[src/rtl/write_burst_sequencer_if.sv]
// Command/configuration inputs and DQ/DQS control outputs of the write burst sequencer.
// The sequencer connects through the slave modport; the stimulus side uses master.
interface write_burst_sequencer_if #(
  parameter int LAT_WIDTH = 6
);
  logic                 i_enable;
  logic                 i_wr_cmd;
  logic [LAT_WIDTH-1:0] i_wr_latency;
  logic [5:0]           i_burst_length;
  logic [7:0]           i_pre_pattern;
  logic [2:0]           i_pre_cycle;
  logic [1:0]           i_post_cycle;
  logic                 i_crc_en;
  logic                 o_dqs_en;
  logic [1:0]           o_dqs_pattern;
  logic                 o_dq_en;
  logic                 o_crc_slot;
  logic [5:0]           o_beat_cnt;
  logic                 o_busy;
  logic                 o_done;
  logic                 o_cmd_err;

  modport master (
    output i_enable, i_wr_cmd, i_wr_latency, i_burst_length,
    output i_pre_pattern, i_pre_cycle, i_post_cycle, i_crc_en,
    input  o_dqs_en, o_dqs_pattern, o_dq_en, o_crc_slot,
    input  o_beat_cnt, o_busy, o_done, o_cmd_err
  );

  modport slave (
    input  i_enable, i_wr_cmd, i_wr_latency, i_burst_length,
    input  i_pre_pattern, i_pre_cycle, i_post_cycle, i_crc_en,
    output o_dqs_en, o_dqs_pattern, o_dq_en, o_crc_slot,
    output o_beat_cnt, o_busy, o_done, o_cmd_err
  );
endinterface

[src/rtl/write_burst_sequencer.sv]
// Write burst sequencer: latency wait, DQS preamble, data beats, optional CRC slot, postamble.
// Next-cycle outputs are decoded from the next state and registered, so every output is a flop.
module write_burst_sequencer #(
  parameter int LAT_WIDTH = 6
) (
  input logic                     i_clock,
  input logic                     i_reset,
  write_burst_sequencer_if.slave  bus
);

  localparam logic [2:0] ST_IDLE      = 3'd0;
  localparam logic [2:0] ST_LATENCY   = 3'd1;
  localparam logic [2:0] ST_PREAMBLE  = 3'd2;
  localparam logic [2:0] ST_DATA      = 3'd3;
  localparam logic [2:0] ST_CRC       = 3'd4;
  localparam logic [2:0] ST_POSTAMBLE = 3'd5;

  localparam int CW = (LAT_WIDTH + 1 > 5) ? LAT_WIDTH + 1 : 5;
  localparam logic [CW-1:0] CNT_ZERO = {CW{1'b0}};
  localparam logic [CW-1:0] CNT_ONE  = {{(CW-1){1'b0}}, 1'b1};

  function automatic logic [2:0] norm_pre(input logic [2:0] pre);
    if (pre == 3'd0) begin
      return 3'd1;
    end else if (pre > 3'd4) begin
      return 3'd4;
    end else begin
      return pre;
    end
  endfunction

  function automatic logic [5:0] norm_bl(input logic [5:0] bl);
    if (bl == 6'd8 || bl == 6'd32) begin
      return bl;
    end else begin
      return 6'd16;
    end
  endfunction

  // Latency length minus one; the difference is one bit wider so wl < pre shows as negative.
  function automatic logic [CW-1:0] lat_len_m1(input logic [LAT_WIDTH-1:0] wl, input logic [2:0] pre);
    logic [LAT_WIDTH:0] diff;
    diff = {1'b0, wl} - (LAT_WIDTH + 1)'(pre);
    if (diff[LAT_WIDTH] || diff == {(LAT_WIDTH + 1){1'b0}}) begin
      return CNT_ZERO;
    end else begin
      return CW'(diff) - CNT_ONE;
    end
  endfunction

  function automatic logic [1:0] pre_bits(input logic [7:0] pat, input logic [1:0] idx);
    case (idx)
      2'd0:    return pat[1:0];
      2'd1:    return pat[3:2];
      2'd2:    return pat[5:4];
      default: return pat[7:6];
    endcase
  endfunction

  logic [2:0]    state_r;
  logic [CW-1:0] cnt_r;
  logic [5:0]    beat_r;
  logic [7:0]    pre_pattern_r;
  logic [2:0]    pre_cycle_r;
  logic [5:0]    bl_r;
  logic [1:0]    post_r;
  logic          crc_r;
  logic          dqs_en_r;
  logic [1:0]    dqs_pat_r;
  logic          dq_en_r;
  logic          crc_slot_r;
  logic          busy_r;
  logic          done_r;
  logic          cmd_err_r;

  logic [2:0]    state_nxt_s;
  logic [CW-1:0] cnt_nxt_s;
  logic [5:0]    beat_nxt_s;
  logic          accept_s;
  logic          cmd_err_s;
  logic          dqs_en_s;
  logic [1:0]    dqs_pat_s;
  logic          dq_en_s;
  logic          crc_slot_s;
  logic          done_s;

  assign accept_s  = (state_r == ST_IDLE) && bus.i_wr_cmd && bus.i_enable;
  assign cmd_err_s = bus.i_wr_cmd && ((state_r != ST_IDLE) || !bus.i_enable);

  // Next state, per-state down counter and beat counter.
  always_comb begin
    state_nxt_s = state_r;
    cnt_nxt_s   = cnt_r;
    beat_nxt_s  = beat_r;
    case (state_r)
      ST_IDLE: begin
        beat_nxt_s = 6'd0;
        if (accept_s) begin
          state_nxt_s = ST_LATENCY;
          cnt_nxt_s   = lat_len_m1(bus.i_wr_latency, norm_pre(bus.i_pre_cycle));
        end else begin
          cnt_nxt_s = CNT_ZERO;
        end
      end
      ST_LATENCY: begin
        if (cnt_r == CNT_ZERO) begin
          state_nxt_s = ST_PREAMBLE;
          cnt_nxt_s   = CW'(pre_cycle_r) - CNT_ONE;
        end else begin
          cnt_nxt_s = cnt_r - CNT_ONE;
        end
      end
      ST_PREAMBLE: begin
        if (cnt_r == CNT_ZERO) begin
          state_nxt_s = ST_DATA;
          cnt_nxt_s   = CW'(bl_r[5:1]) - CNT_ONE;
          beat_nxt_s  = 6'd0;
        end else begin
          cnt_nxt_s = cnt_r - CNT_ONE;
        end
      end
      ST_DATA: begin
        if (cnt_r != CNT_ZERO) begin
          cnt_nxt_s  = cnt_r - CNT_ONE;
          beat_nxt_s = beat_r + 6'd2;
        end else if (crc_r) begin
          state_nxt_s = ST_CRC;
          cnt_nxt_s   = CNT_ZERO;
        end else if (post_r != 2'd0) begin
          state_nxt_s = ST_POSTAMBLE;
          cnt_nxt_s   = CW'(post_r) - CNT_ONE;
        end else begin
          state_nxt_s = ST_IDLE;
          beat_nxt_s  = 6'd0;
        end
      end
      ST_CRC: begin
        if (post_r != 2'd0) begin
          state_nxt_s = ST_POSTAMBLE;
          cnt_nxt_s   = CW'(post_r) - CNT_ONE;
        end else begin
          state_nxt_s = ST_IDLE;
          cnt_nxt_s   = CNT_ZERO;
          beat_nxt_s  = 6'd0;
        end
      end
      ST_POSTAMBLE: begin
        if (cnt_r == CNT_ZERO) begin
          state_nxt_s = ST_IDLE;
          beat_nxt_s  = 6'd0;
        end else begin
          cnt_nxt_s = cnt_r - CNT_ONE;
        end
      end
      default: begin
        state_nxt_s = ST_IDLE;
        cnt_nxt_s   = CNT_ZERO;
        beat_nxt_s  = 6'd0;
      end
    endcase
  end

  // Output values for the upcoming clock; done marks the last clock before IDLE.
  always_comb begin
    dqs_en_s   = 1'b0;
    dqs_pat_s  = 2'b00;
    dq_en_s    = 1'b0;
    crc_slot_s = 1'b0;
    done_s     = 1'b0;
    case (state_nxt_s)
      ST_PREAMBLE: begin
        dqs_en_s  = 1'b1;
        dqs_pat_s = pre_bits(pre_pattern_r, cnt_nxt_s[1:0]);
      end
      ST_DATA: begin
        dqs_en_s  = 1'b1;
        dqs_pat_s = 2'b10;
        dq_en_s   = 1'b1;
        done_s    = (cnt_nxt_s == CNT_ZERO) && !crc_r && (post_r == 2'd0);
      end
      ST_CRC: begin
        dqs_en_s   = 1'b1;
        dqs_pat_s  = 2'b10;
        dq_en_s    = 1'b1;
        crc_slot_s = 1'b1;
        done_s     = (post_r == 2'd0);
      end
      ST_POSTAMBLE: begin
        dqs_en_s = 1'b1;
        done_s   = (cnt_nxt_s == CNT_ZERO);
      end
      default: begin
        dqs_en_s = 1'b0;
      end
    endcase
  end

  // Burst configuration, captured once per accepted command and normalised on capture.
  always_ff @(posedge i_clock) begin
    if (i_reset) begin
      pre_pattern_r <= 8'd0;
      pre_cycle_r   <= 3'd0;
      bl_r          <= 6'd0;
      post_r        <= 2'd0;
      crc_r         <= 1'b0;
    end else if (accept_s) begin
      pre_pattern_r <= bus.i_pre_pattern;
      pre_cycle_r   <= norm_pre(bus.i_pre_cycle);
      bl_r          <= norm_bl(bus.i_burst_length);
      post_r        <= bus.i_post_cycle;
      crc_r         <= bus.i_crc_en;
    end
  end

  // FSM state, counters and registered outputs.
  always_ff @(posedge i_clock) begin
    if (i_reset) begin
      state_r    <= ST_IDLE;
      cnt_r      <= CNT_ZERO;
      beat_r     <= 6'd0;
      dqs_en_r   <= 1'b0;
      dqs_pat_r  <= 2'b00;
      dq_en_r    <= 1'b0;
      crc_slot_r <= 1'b0;
      busy_r     <= 1'b0;
      done_r     <= 1'b0;
      cmd_err_r  <= 1'b0;
    end else begin
      state_r    <= state_nxt_s;
      cnt_r      <= cnt_nxt_s;
      beat_r     <= beat_nxt_s;
      dqs_en_r   <= dqs_en_s;
      dqs_pat_r  <= dqs_pat_s;
      dq_en_r    <= dq_en_s;
      crc_slot_r <= crc_slot_s;
      busy_r     <= (state_nxt_s != ST_IDLE);
      done_r     <= done_s;
      cmd_err_r  <= cmd_err_s;
    end
  end

  assign bus.o_dqs_en      = dqs_en_r;
  assign bus.o_dqs_pattern = dqs_pat_r;
  assign bus.o_dq_en       = dq_en_r;
  assign bus.o_crc_slot    = crc_slot_r;
  assign bus.o_beat_cnt    = beat_r;
  assign bus.o_busy        = busy_r;
  assign bus.o_done        = done_r;
  assign bus.o_cmd_err     = cmd_err_r;

endmodule

[src/flat_wrapper.sv]
// flat-port wrapper written by rule: the top's interface ports become plain ports
module write_burst_sequencer_flat 
#(
  parameter int LAT_WIDTH = 6
)
  (i_clock, i_reset, bus_i_enable, bus_i_wr_cmd, bus_i_wr_latency, bus_i_burst_length, bus_i_pre_pattern, bus_i_pre_cycle, bus_i_post_cycle, bus_i_crc_en, bus_o_dqs_en, bus_o_dqs_pattern, bus_o_dq_en, bus_o_crc_slot, bus_o_beat_cnt, bus_o_busy, bus_o_done, bus_o_cmd_err);
  write_burst_sequencer_if #(.LAT_WIDTH(LAT_WIDTH)) bus_i ();
  input logic i_clock;
  input logic i_reset;
  input wire logic [$bits(bus_i.i_enable)-1:0] bus_i_enable;
  input wire logic [$bits(bus_i.i_wr_cmd)-1:0] bus_i_wr_cmd;
  input wire logic [$bits(bus_i.i_wr_latency)-1:0] bus_i_wr_latency;
  input wire logic [$bits(bus_i.i_burst_length)-1:0] bus_i_burst_length;
  input wire logic [$bits(bus_i.i_pre_pattern)-1:0] bus_i_pre_pattern;
  input wire logic [$bits(bus_i.i_pre_cycle)-1:0] bus_i_pre_cycle;
  input wire logic [$bits(bus_i.i_post_cycle)-1:0] bus_i_post_cycle;
  input wire logic [$bits(bus_i.i_crc_en)-1:0] bus_i_crc_en;
  output wire logic [$bits(bus_i.o_dqs_en)-1:0] bus_o_dqs_en;
  output wire logic [$bits(bus_i.o_dqs_pattern)-1:0] bus_o_dqs_pattern;
  output wire logic [$bits(bus_i.o_dq_en)-1:0] bus_o_dq_en;
  output wire logic [$bits(bus_i.o_crc_slot)-1:0] bus_o_crc_slot;
  output wire logic [$bits(bus_i.o_beat_cnt)-1:0] bus_o_beat_cnt;
  output wire logic [$bits(bus_i.o_busy)-1:0] bus_o_busy;
  output wire logic [$bits(bus_i.o_done)-1:0] bus_o_done;
  output wire logic [$bits(bus_i.o_cmd_err)-1:0] bus_o_cmd_err;
  assign bus_i.i_enable = bus_i_enable;
  assign bus_i.i_wr_cmd = bus_i_wr_cmd;
  assign bus_i.i_wr_latency = bus_i_wr_latency;
  assign bus_i.i_burst_length = bus_i_burst_length;
  assign bus_i.i_pre_pattern = bus_i_pre_pattern;
  assign bus_i.i_pre_cycle = bus_i_pre_cycle;
  assign bus_i.i_post_cycle = bus_i_post_cycle;
  assign bus_i.i_crc_en = bus_i_crc_en;
  assign bus_o_dqs_en = bus_i.o_dqs_en;
  assign bus_o_dqs_pattern = bus_i.o_dqs_pattern;
  assign bus_o_dq_en = bus_i.o_dq_en;
  assign bus_o_crc_slot = bus_i.o_crc_slot;
  assign bus_o_beat_cnt = bus_i.o_beat_cnt;
  assign bus_o_busy = bus_i.o_busy;
  assign bus_o_done = bus_i.o_done;
  assign bus_o_cmd_err = bus_i.o_cmd_err;
  write_burst_sequencer #(.LAT_WIDTH(LAT_WIDTH)) u_core (.i_clock(i_clock), .i_reset(i_reset), .bus(bus_i));
endmodule
[config.mk]
export PLATFORM = sky130hd
export DESIGN_NAME = write_burst_sequencer_flat
export DESIGN_NICKNAME = d
export VERILOG_FILES = /design/src/rtl/write_burst_sequencer_if.sv /design/src/rtl/write_burst_sequencer.sv /design/src/flat_wrapper.sv
export SDC_FILE = /design/constraint.sdc
export NUM_CORES = 1
export LEC_CHECK = 0
export CORE_ASPECT_RATIO = 0.6
export CORE_MARGIN = 5
export CORE_UTILIZATION = 54
export DETAILED_ROUTE_END_ITERATION = 16
export DONT_BUFFER_PORTS = 1
export HOLD_SLACK_MARGIN = 0.1
export PLACE_DENSITY = 0.69
export SYNTH_ARGS = -nofsm -noshare
export SYNTH_HDL_FRONTEND = slang
export SYNTH_SLANG_ARGS = --single-unit
[constraint.sdc]
create_clock -name i_clock -period 3.5 [get_ports i_clock]
set_input_delay 0.7 -clock i_clock [delete_from_list [all_inputs] [get_ports i_clock]]
set_output_delay 0.7 -clock i_clock [all_outputs]
set_load 0.02 [all_outputs]
-- After elaboration in Yosys (flattened, before gate mapping)
Cells that the tools add are included.
- add/subtract/negate cells: 7
- $lt $le $gt $ge: 1
- eq/ne operators: 15
- multiplexer cells: 34
- bitwise logic cells: 1
- reduce and logical (&&, ||, !) cells: 25
- operator list (operator ; number):
    7-bit 2-to-1 mux ; 9
    7-bit case mux with 6 select lines ; 1
    3-bit 2-to-1 mux ; 11
    6-bit 2-to-1 mux ; 5
    6-bit case mux with 4 select lines ; 1
    7-bit logical NOT ; 3
    3-bit case mux with 6 select lines ; 1
    7-bit by 1-bit subtractor with 7-bit output, second input constant ; 2
    3-bit by 2-bit == test with 1-bit output, second input constant ; 4
    3-bit == test, second input constant ; 4
    7-bit nonzero test ; 1
    6-bit by 3-bit subtractor with 7-bit output ; 1
    6-bit by 2-bit adder with 6-bit output, second input constant ; 1
    6-bit by 4-bit == test with 1-bit output, second input constant ; 1
    6-bit == test, second input constant ; 1
    3-bit logical NOT ; 2
    2-bit case mux with 3 select lines ; 1
    3-bit nonzero test ; 2
    5-bit by 1-bit subtractor with 6-bit output, second input constant ; 1
    1-bit logical AND ; 5
    2-bit logical NOT ; 2
    2-bit case mux with 2 select lines ; 1
    2-bit OR reduction ; 2
    4-bit OR reduction ; 1
    other kinds (15) ; 20
- register bits after elaboration: 44
- logic and storage cells: 98

-- Depth between registers and ports, before layout
Gate-level depths: netlist of run 1.
- depth after elaboration: 15
- gate-level depth with buffers: 12
- gate-level depth less buffers: 12

-- Least setup slack after synthesis of run 1
OpenSTA, ideal clock, no wires.
- path type: input-to-reg
- start point: input port bus_i_pre_cycle[0]
- end point: register u_core.dqs_pat_r[1] (netlist: u_core.bus.o_dqs_pattern[1])
- setup time: 0.116 ns
- data arrival time: 3.047 ns
- path slack: 0.337 ns
- stages: 12
- cells stage by stage: inv_1 -> a21oi_1 -> ha_1 -> fa_1 -> ha_1 -> nor4bb_1 -> o21ai_0 -> o31ai_1 -> nor3_1 -> o21a_1 -> a211o_1 -> a31o_1
- longest elaborated chain between the ends: 14
- elaborated cells on any way between the ends: 18
- classes of those cells: add/sub (2); order compare (1); eq/ne (2); mux (9); reduce/logical (4)
- RTL lines (what ; line ; source):
    start: declaration ; flat_wrapper.sv:15 ; input wire logic [$bits(bus_i.i_pre_cycle)-1:0] bus_i_pre_cycle;
    3-bit greater-than comparator ; write_burst_sequencer.sv:25 ; end else if (pre > 3'd4) begin
    3-bit 2-to-1 mux ; write_burst_sequencer.sv:25 ;
    3-bit 2-to-1 mux (*) ; - ;
    3-bit 2-to-1 mux (*) ; write_burst_sequencer.sv:98 ; if (accept_s) begin
    3-bit 2-to-1 mux (*) ; write_burst_sequencer.sv:95 ; case (state_r)
    6-bit by 3-bit subtractor with 7-bit output (*) ; write_burst_sequencer.sv:43 ; diff = {1'b0, wl} - (LAT_WIDTH + 1)'(pre);
    branches (longest 2 deep; another with 7-bit by 1-bit subtractor with 7-bit output) ; - ;
    7-bit 2-to-1 mux (*) ; write_burst_sequencer.sv:44 ; if (diff[LAT_WIDTH] || diff == {(LAT_WIDTH + 1){1'b0}}) begin
    7-bit 2-to-1 mux (*) ; write_burst_sequencer.sv:98 ;
    7-bit case mux with 6 select lines (*) ; write_burst_sequencer.sv:95 ;
    2-bit == test (tied with other cells) ; write_burst_sequencer.sv:52 ; case (idx)
    2-bit case mux with 3 select lines (*) ; write_burst_sequencer.sv:52 ;
    2-bit case mux with 2 select lines (*) ; write_burst_sequencer.sv:170 ; case (state_nxt_s)
    end signal: assignment ; write_burst_sequencer.sv:233 ; dqs_pat_r <= dqs_pat_s;
    end: declaration ; write_burst_sequencer.sv:69 ; logic [1:0] dqs_pat_r;
Mark *: on every way between the ends. The select of a mux whose other input is x is not followed.
A chain may end at the register's enable or synchronous reset.

-- Worst setup path in the final report of run 1
Same ends and word-level chain as after synthesis.

==> results.py, run 1 <==
metrics = {
    "power_and_ir_drop": {
        "ir_drop_mv": 0.353,
        "p_leak_nw": 1.02,
        "power_mw": 2.23,
        "p_per_area_nw_per_um2": 770,
    },
    "clock_network": {
        "path_clk_slew_ns": 0.08,
        "cts_buffers": 5,
        "clock-sinks": 43,
        "cts_setup_buffers": 0,
        "cts_resized": 0,
        "hold_buffers": 0,
        "clockBufferDepth": 2,
        "cts-root-buf": "clkbuf_8",
        "cts_htree_levels": 2,
        "cts_tree": "built",
        "clkLatencyLatePin_ns": 0.30,
    },
    "worst_setup_path": {
        "r2r_start": "u_core.cnt_r[0]",
        "crit_buf_inv": 1,
        "r2r_cells": 8,
        "path_delay_family": "adder cells",
        "path_cells": "inv_1 -> a21oi_1 -> ha_1 -> fa_1 -> ha_1 -> nor4bb_1 -> o21ai_0 -> o31ai_1 -> nor3_1 -> nor2_1 -> a211o_1 -> a31o_1",
        "reg2reg_slack_ns": 0.63,
        "cp_common_cell": "ha_1",
        "critPathArrivalTime_ns": 3.37,
        "path_class": "in2reg",
        "cp-end-kind": "flip-flop",
        "reg2reg_to": "u_core.bus.o_dqs_pattern[1]",
        "critPathMaxFanout": 5,
        "critPathMaxStageDelay_ns": 0.49,
        "crit_slowest_cell": "nor3_1",
        "start_kind": "input port",
        "required_ns": 3.70,
    },
    "logic_synthesis": {
        "yosysUniqueCellTypes": 65,
        "synthArstFlopShare_pct": 0,
        "synth.avg_cell_area_um2": 7.88,
        "synth_seq_area_share_pct": 31.5,
        "yosys_warnings": 0,
        "synth-main-ff-cell": "dfxtp_1",
        "synth_nets": 386,
        "synth_seq_cells": 43,
        "synth_edf_count": 0,
        "synthesis.area_um2": 2740,
        "synthCells": 347,
    },
    "timing": {
        "fmax_mhz": 315,
        "fin_crit_sh_pct": 90.8,
        "tns_ns": 0,
        "setup_viol": 0,
        "tightest_slew_ns": 0.776,
        "skew_ns": 0.00762,
        "fin_ws_ns": 0.324,
        "rsz0062_at_grt": "no",
        "slew_viol_final": 0,
        "hold_violations": 0,
        "fin_crit_ns": 3.18,
        "slew_headroom_pct": 48.1,
    },
    "floorplanning": {
        "coreArea_um2": 4980,
        "initial_core_util_pct": 54.9,
        "io_pins": 44,
        "die-area_um2": 6630,
        "num_rows": 20,
        "die-width_um": 102,
        "die_y_um": 65.1,
    },
    "placement": {
        "post-dp-hpwl_mm": 5.24,
        "dpl.cell_count": 401,
        "port_buffers": 0,
        "placed_cell_area_um2": 2800,
        "dp_slack_ns": 0.0498,
        "gp_congestion": 0.906,
    },
    "global_route": {
        "grt_usage_pct": 22.2,
        "antenna_found_initial": 0,
        "grt_pass1_vias": 2278,
        "grt_pass1_wl_mm": 11.7,
        "grt_max_degree": 40,
        "grt-ovfl-total": 0,
    },
    "drt": {
        "drc": 0,
        "routedWlPerCell_um": 16.9,
        "firstDrtPassIters": 5,
        "vias": 2521,
        "postRouteAntennaNets": 0,
        "drt-initial-drc-count": 280,
        "wirelength_mm": 6.92,
        "vias_per_cell": 6.16,
    },
    "final_layout": {
        "drive_gt1_share_pct": 7.87,
        "area_growth_pct": 5.90,
        "layout_common_cells": "nand2_1 (49), dfxtp_1 (43), a21oi_1 (35)",
        "fillers": 479,
        "fin_cells": 409,
        "mostFrequentLayoutCell": "nand2_1",
        "nets": 381,
        "n_antenna_cell": 0,
        "final_area_um2": 2900,
    },
    "min_path": {
        "whs_path_depth": 2,
        "holdPathEnd": "u_core.pre_pattern_r[2]",
        "min_from": "u_core.pre_pattern_r[2]",
        "hp-class": "reg2reg",
    },
    "job": {
        "maxCapViolCount": 0,
    },
    "outcome": {
        "run_status": "finished clean",
    },
}
[worst max-delay path by stage]
stage / to / cells past startpoint / slack [ns] / from
detailed placement: u_core.bus.o_dqs_pattern[1] / 12 / 0.05 / bus_i_pre_cycle[0]
finish: u_core.bus.o_dqs_pattern[1] / 12 / 0.32 / bus_i_pre_cycle[0]
CTS: u_core.bus.o_dqs_pattern[1] / 12 / 0.36 / bus_i_pre_cycle[0]
floorplan: u_core.bus.o_dqs_pattern[1] / 12 / 0.34 / bus_i_pre_cycle[0]
global route: u_core.bus.o_dqs_pattern[1] / 12 / 0.14 / bus_i_pre_cycle[0]
global placement: u_core.bus.o_dqs_pattern[1] / 12 / 0.14 / bus_i_pre_cycle[0]
[stage by stage]
stage	hold WS, ns	util, %
after floorplan	0.432	-
final	0.456	58.2
after global placement	0.440	56.2
after detailed placement	0.447	56.2
after CTS	0.452	58.2
after global routing	0.439	58.2
[routing by layer]
layer | share of wire, % | track usage, %
met3 | 9.5 | 5.51
met4 | 0.79 | 4.58
met2 | 38 | 28.7
met1 | 51 | 36.1
met5 | 0 | 0
[Yosys cell counts (3+ instances only)]
master / number / area (um^2)
o21a_1: 5 / 37.5
nor2b_1: 5 / 31.3
o31ai_1: 4 / 30.0
nand3_1: 7 / 35.0
nor2_1: 28 / 105
or3_1: 3 / 18.8
inv_1: 14 / 52.6
o21ai_1: 4 / 20.0
nor3_1: 13 / 65.1
nand2b_1: 8 / 50.1
dfxtp_1: 43 / 861
nand2_1: 49 / 184
or4_1: 3 / 22.5
nand4_1: 3 / 18.8
nor3b_1: 5 / 37.5
a21o_1: 3 / 22.5
nand3b_1: 4 / 30.0
a21oi_1: 35 / 175
a211oi_1: 10 / 75.1
clkbuf_1: 17 / 63.8
and2_1: 3 / 18.8
o211ai_1: 4 / 30.0
a311oi_1: 5 / 43.8
xnor2_1: 9 / 78.8
o21ai_0: 3 / 15.0
xor2_1: 3 / 26.3
ha_1: 8 / 100
[worst register-to-register path: stages (launching register included)]
cell	delay, ns
dfxtp_1	0.38
inv_1	0.11
ha_1	0.25
or3b_4	0.44
o21ai_1	0.32
a21oi_1	0.13
a2111oi_4	0.60
mux2_4	0.37
a31o_1	0.18
[cell type report]
type	count	area, um^2	area share, %
Clock buffer	6	82.6	2.85
Inverter	14	52.6	1.81
Tap cell	66	82.6	2.85
Sequential cell	43	861	29.7
Timing Repair Buffer	7	52.6	1.81
Clock inverter	2	16.3	0.562
Multi-Input combinational cell	271	1750	60.4
[report_power, final]
| group | leakage [nW] | internal, mW | switching (mW) |
|---|---|---|---|
| logic | 0.619 | 0.488 | 0.695 |
| registers | 0.350 | 0.566 | 0.133 |
| clock network | 0.0474 | 0.161 | 0.188 |
[kinds of logic (layout without fill, tap and decap cells)]
kind of cell | after synthesis | after routing | synth area share (%)
xor gates and xnor gates | 13 | 13 | 4.67
muxes | 3 | 3 | 1.33
AOI/OAI and AO/OA | 98 | 98 | 24.8
adders and majority gates | 9 | 9 | 4.39
and+or+nand+nor | 148 | 148 | 28.7
buffers and inverters | 33 | 29 | 4.57
DFF | 43 | 43 | 31.5
[registers in the layout, indices dropped and copies added (netlist names)]
register	count
u_core.bus.o_beat_cnt	6
u_core.state_r	3
u_core.bus.o_done	1
u_core.pre_pattern_r	8
u_core.bus.o_dq_en	1
u_core.bus.o_dqs_pattern	2
u_core.bus.o_busy	1
u_core.bus.o_cmd_err	1
u_core.pre_cycle_r	3
u_core.bus.o_crc_slot	1
u_core.cnt_r	7
u_core.bl_r	5
u_core.crc_r	1
u_core.bus.o_dqs_en	1
u_core.post_r	2
Power figures use the tool's default switching activity.
==> inputs of run 2 (changes only) <==
--- a/config.mk
+++ b/config.mk
@@ -7,11 +7,11 @@
 export LEC_CHECK = 0
 export CORE_ASPECT_RATIO = 0.6
 export CORE_MARGIN = 5
-export CORE_UTILIZATION = 54
+export CORE_UTILIZATION = 45
+export CTS_CLUSTER_SIZE = 12
 export DETAILED_ROUTE_END_ITERATION = 16
 export DONT_BUFFER_PORTS = 1
 export HOLD_SLACK_MARGIN = 0.1
-export PLACE_DENSITY = 0.69
 export SYNTH_ARGS = -nofsm -noshare
 export SYNTH_HDL_FRONTEND = slang
 export SYNTH_SLANG_ARGS = --single-unit
==> results.py, run 2 (same netlist as run 1, synthesis figures left out) <==
metrics = {
    "placement": {
        "post-dp-hpwl_mm": 5.27,
        "port_buffers": 0,
        "gp_congestion": 0.881,
    },
    "timing": {
        "hold_violations": 0,
        "slew_viol_final": 0,
        "slew_headroom_pct": 52.3,
        "tightest_slew_ns": 0.714,
        "fin_crit_sh_pct": 89.8,
        "skew_ns": 0.00605,
        "setup_viol": 0,
        "fmax_mhz": 318,
        "tns_ns": 0,
        "rsz0062_at_grt": "no",
        "fin_crit_ns": 3.14,
        "hold_slack_ns": 0.454,
    },
    "drt": {
        "firstDrtPassIters": 5,
        "drt-initial-drc-count": 237,
        "drc": 0,
        "vias": 2464,
        "routedWlPerCell_um": 16.6,
        "vias_per_cell": 5.81,
        "postRouteAntennaNets": 0,
        "wirelength_mm": 7.06,
    },
    "worst_setup_path": {
        "path_class": "in2reg",
        "required_ns": 3.70,
        "r2r_cells": 8,
        "critPathMaxStageDelay_ns": 0.46,
        "reg2reg_to": "u_core.bus.o_dqs_pattern[1]",
        "cp_common_cell": "ha_1",
        "reg2reg_slack_ns": 0.64,
        "r2r_start": "u_core.cnt_r[0]",
        "start_kind": "input port",
        "cp-end-kind": "flip-flop",
        "path_cells": "inv_1 -> a21oi_1 -> ha_1 -> fa_1 -> ha_1 -> nor4bb_1 -> o21ai_0 -> o31ai_1 -> nor3_1 -> nor2_1 -> a211o_1 -> a31o_1",
        "critPathMaxFanout": 5,
        "critPathArrivalTime_ns": 3.34,
        "crit_slowest_cell": "nor3_1",
    },
    "floorplanning": {
        "coreArea_um2": 6000,
        "num_rows": 22,
        "die-width_um": 111,
        "io_pins": 44,
        "die_y_um": 70.4,
        "die-area_um2": 7790,
        "initial_core_util_pct": 45.6,
    },
    "clock_network": {
        "cts_resized": 0,
        "hold_buffers": 0,
        "cts_setup_buffers": 0,
        "cts-root-buf": "clkbuf_8",
        "path_clk_slew_ns": 0.08,
        "clkLatencyLatePin_ns": 0.30,
        "cts_htree_levels": 2,
        "clockBufferDepth": 2,
        "cts_buffers": 5,
        "cts_tree": "built",
        "clock-sinks": 43,
    },
    "global_route": {
        "grt_max_degree": 40,
        "antenna_found_initial": 0,
        "grt_pass1_vias": 2258,
        "grt_usage_pct": 18.2,
        "grt-ovfl-total": 0,
        "grt_pass1_wl_mm": 11.6,
    },
    "job": {
        "maxCapViolCount": 0,
    },
    "min_path": {
        "hp-class": "reg2reg",
        "whs_path_depth": 2,
        "min_from": "u_core.pre_pattern_r[0]",
        "holdPathEnd": "u_core.pre_pattern_r[0]",
    },
    "power_and_ir_drop": {
        "p_per_area_nw_per_um2": 758,
        "p_leak_nw": 1.00,
        "ir_drop_mv": 0.295,
    },
    "final_layout": {
        "largest-register": "u_core.pre_pattern_r",
        "n_antenna_cell": 0,
        "nets": 379,
        "largest_register_ffs": 8,
        "mostFrequentLayoutCell": "nand2_1",
        "layout_common_cells": "nand2_1 (49), dfxtp_1 (43), a21oi_1 (35)",
        "drive_gt1_share_pct": 7.06,
        "area_growth_pct": 5.58,
    },
    "outcome": {
        "run_status": "finished clean",
    },
}
run 2: layer usage:
metal	vias up	global-route usage, %	wire length [um]	share of wire (%)
li1	1245	-	-	-
met1	1131	29.1	3790	54
met5	-	0	0	0
met4	0	4.51	80	1.1
met3	10	4.50	481	6.8
met2	78	23.7	2710	38
run 2: critical path, delay by kind of cell:
kind	cells	cell delay [ns]
AO/OA/AOI/OAI	5	0.91
adder cells (fa/ha/maj)	3	0.94
buffers and inverters	1	0.02
AND/OR/NAND/NOR	3	0.77
run 2: how the worst max path moves through the flow:
stage                        from                     endpoint  slack (ns)
4_1_cts        bus_i_pre_cycle[0]  u_core.bus.o_dqs_pattern[1]        0.40
5_1_grt        bus_i_pre_cycle[0]  u_core.bus.o_dqs_pattern[1]        0.18
2_1_floorplan  bus_i_pre_cycle[0]  u_core.bus.o_dqs_pattern[1]        0.34
3_3_place_gp   bus_i_pre_cycle[0]            u_core.bus.o_done        0.16
6_report       bus_i_pre_cycle[0]  u_core.bus.o_dqs_pattern[1]        0.36
3_5_place_dp   bus_i_pre_cycle[0]  u_core.bus.o_dqs_pattern[1]        0.07
run 2: per-stage QoR:
step | setup slack (ns) | instances | total power, mW | instance area (um^2) | util [%]
after floorplan | 0.337 | 347 | 1.58 | 2740 | -
after global placement | 0.157 | 417 | 1.87 | 2810 | 46.7
after detailed placement | 0.0690 | 417 | 1.86 | 2810 | 46.7
after CTS | 0.399 | 424 | 2.18 | 2890 | 48.1
after global routing | 0.179 | 424 | 2.36 | 2890 | 48.1
final | 0.357 | 424 | 2.19 | 2890 | 48.1
run 2: layout make-up:
type,instances,area [um^2]
Clock buffer,5,68.8
Clock inverter,2,13.8
Fill cell,638,3110
Inverter,14,52.6
Multi-Input combinational cell,271,1750
Sequential cell,43,861
Tap cell,84,105
Timing Repair Buffer,5,37.5
run 2: report_power, final:
group	switching (mW)	internal, mW	leakage, nW	total (mW)
sequential	0.132	0.566	0.350	0.698
combinational	0.697	0.480	0.609	1.18
clock	0.176	0.137	0.0440	0.313
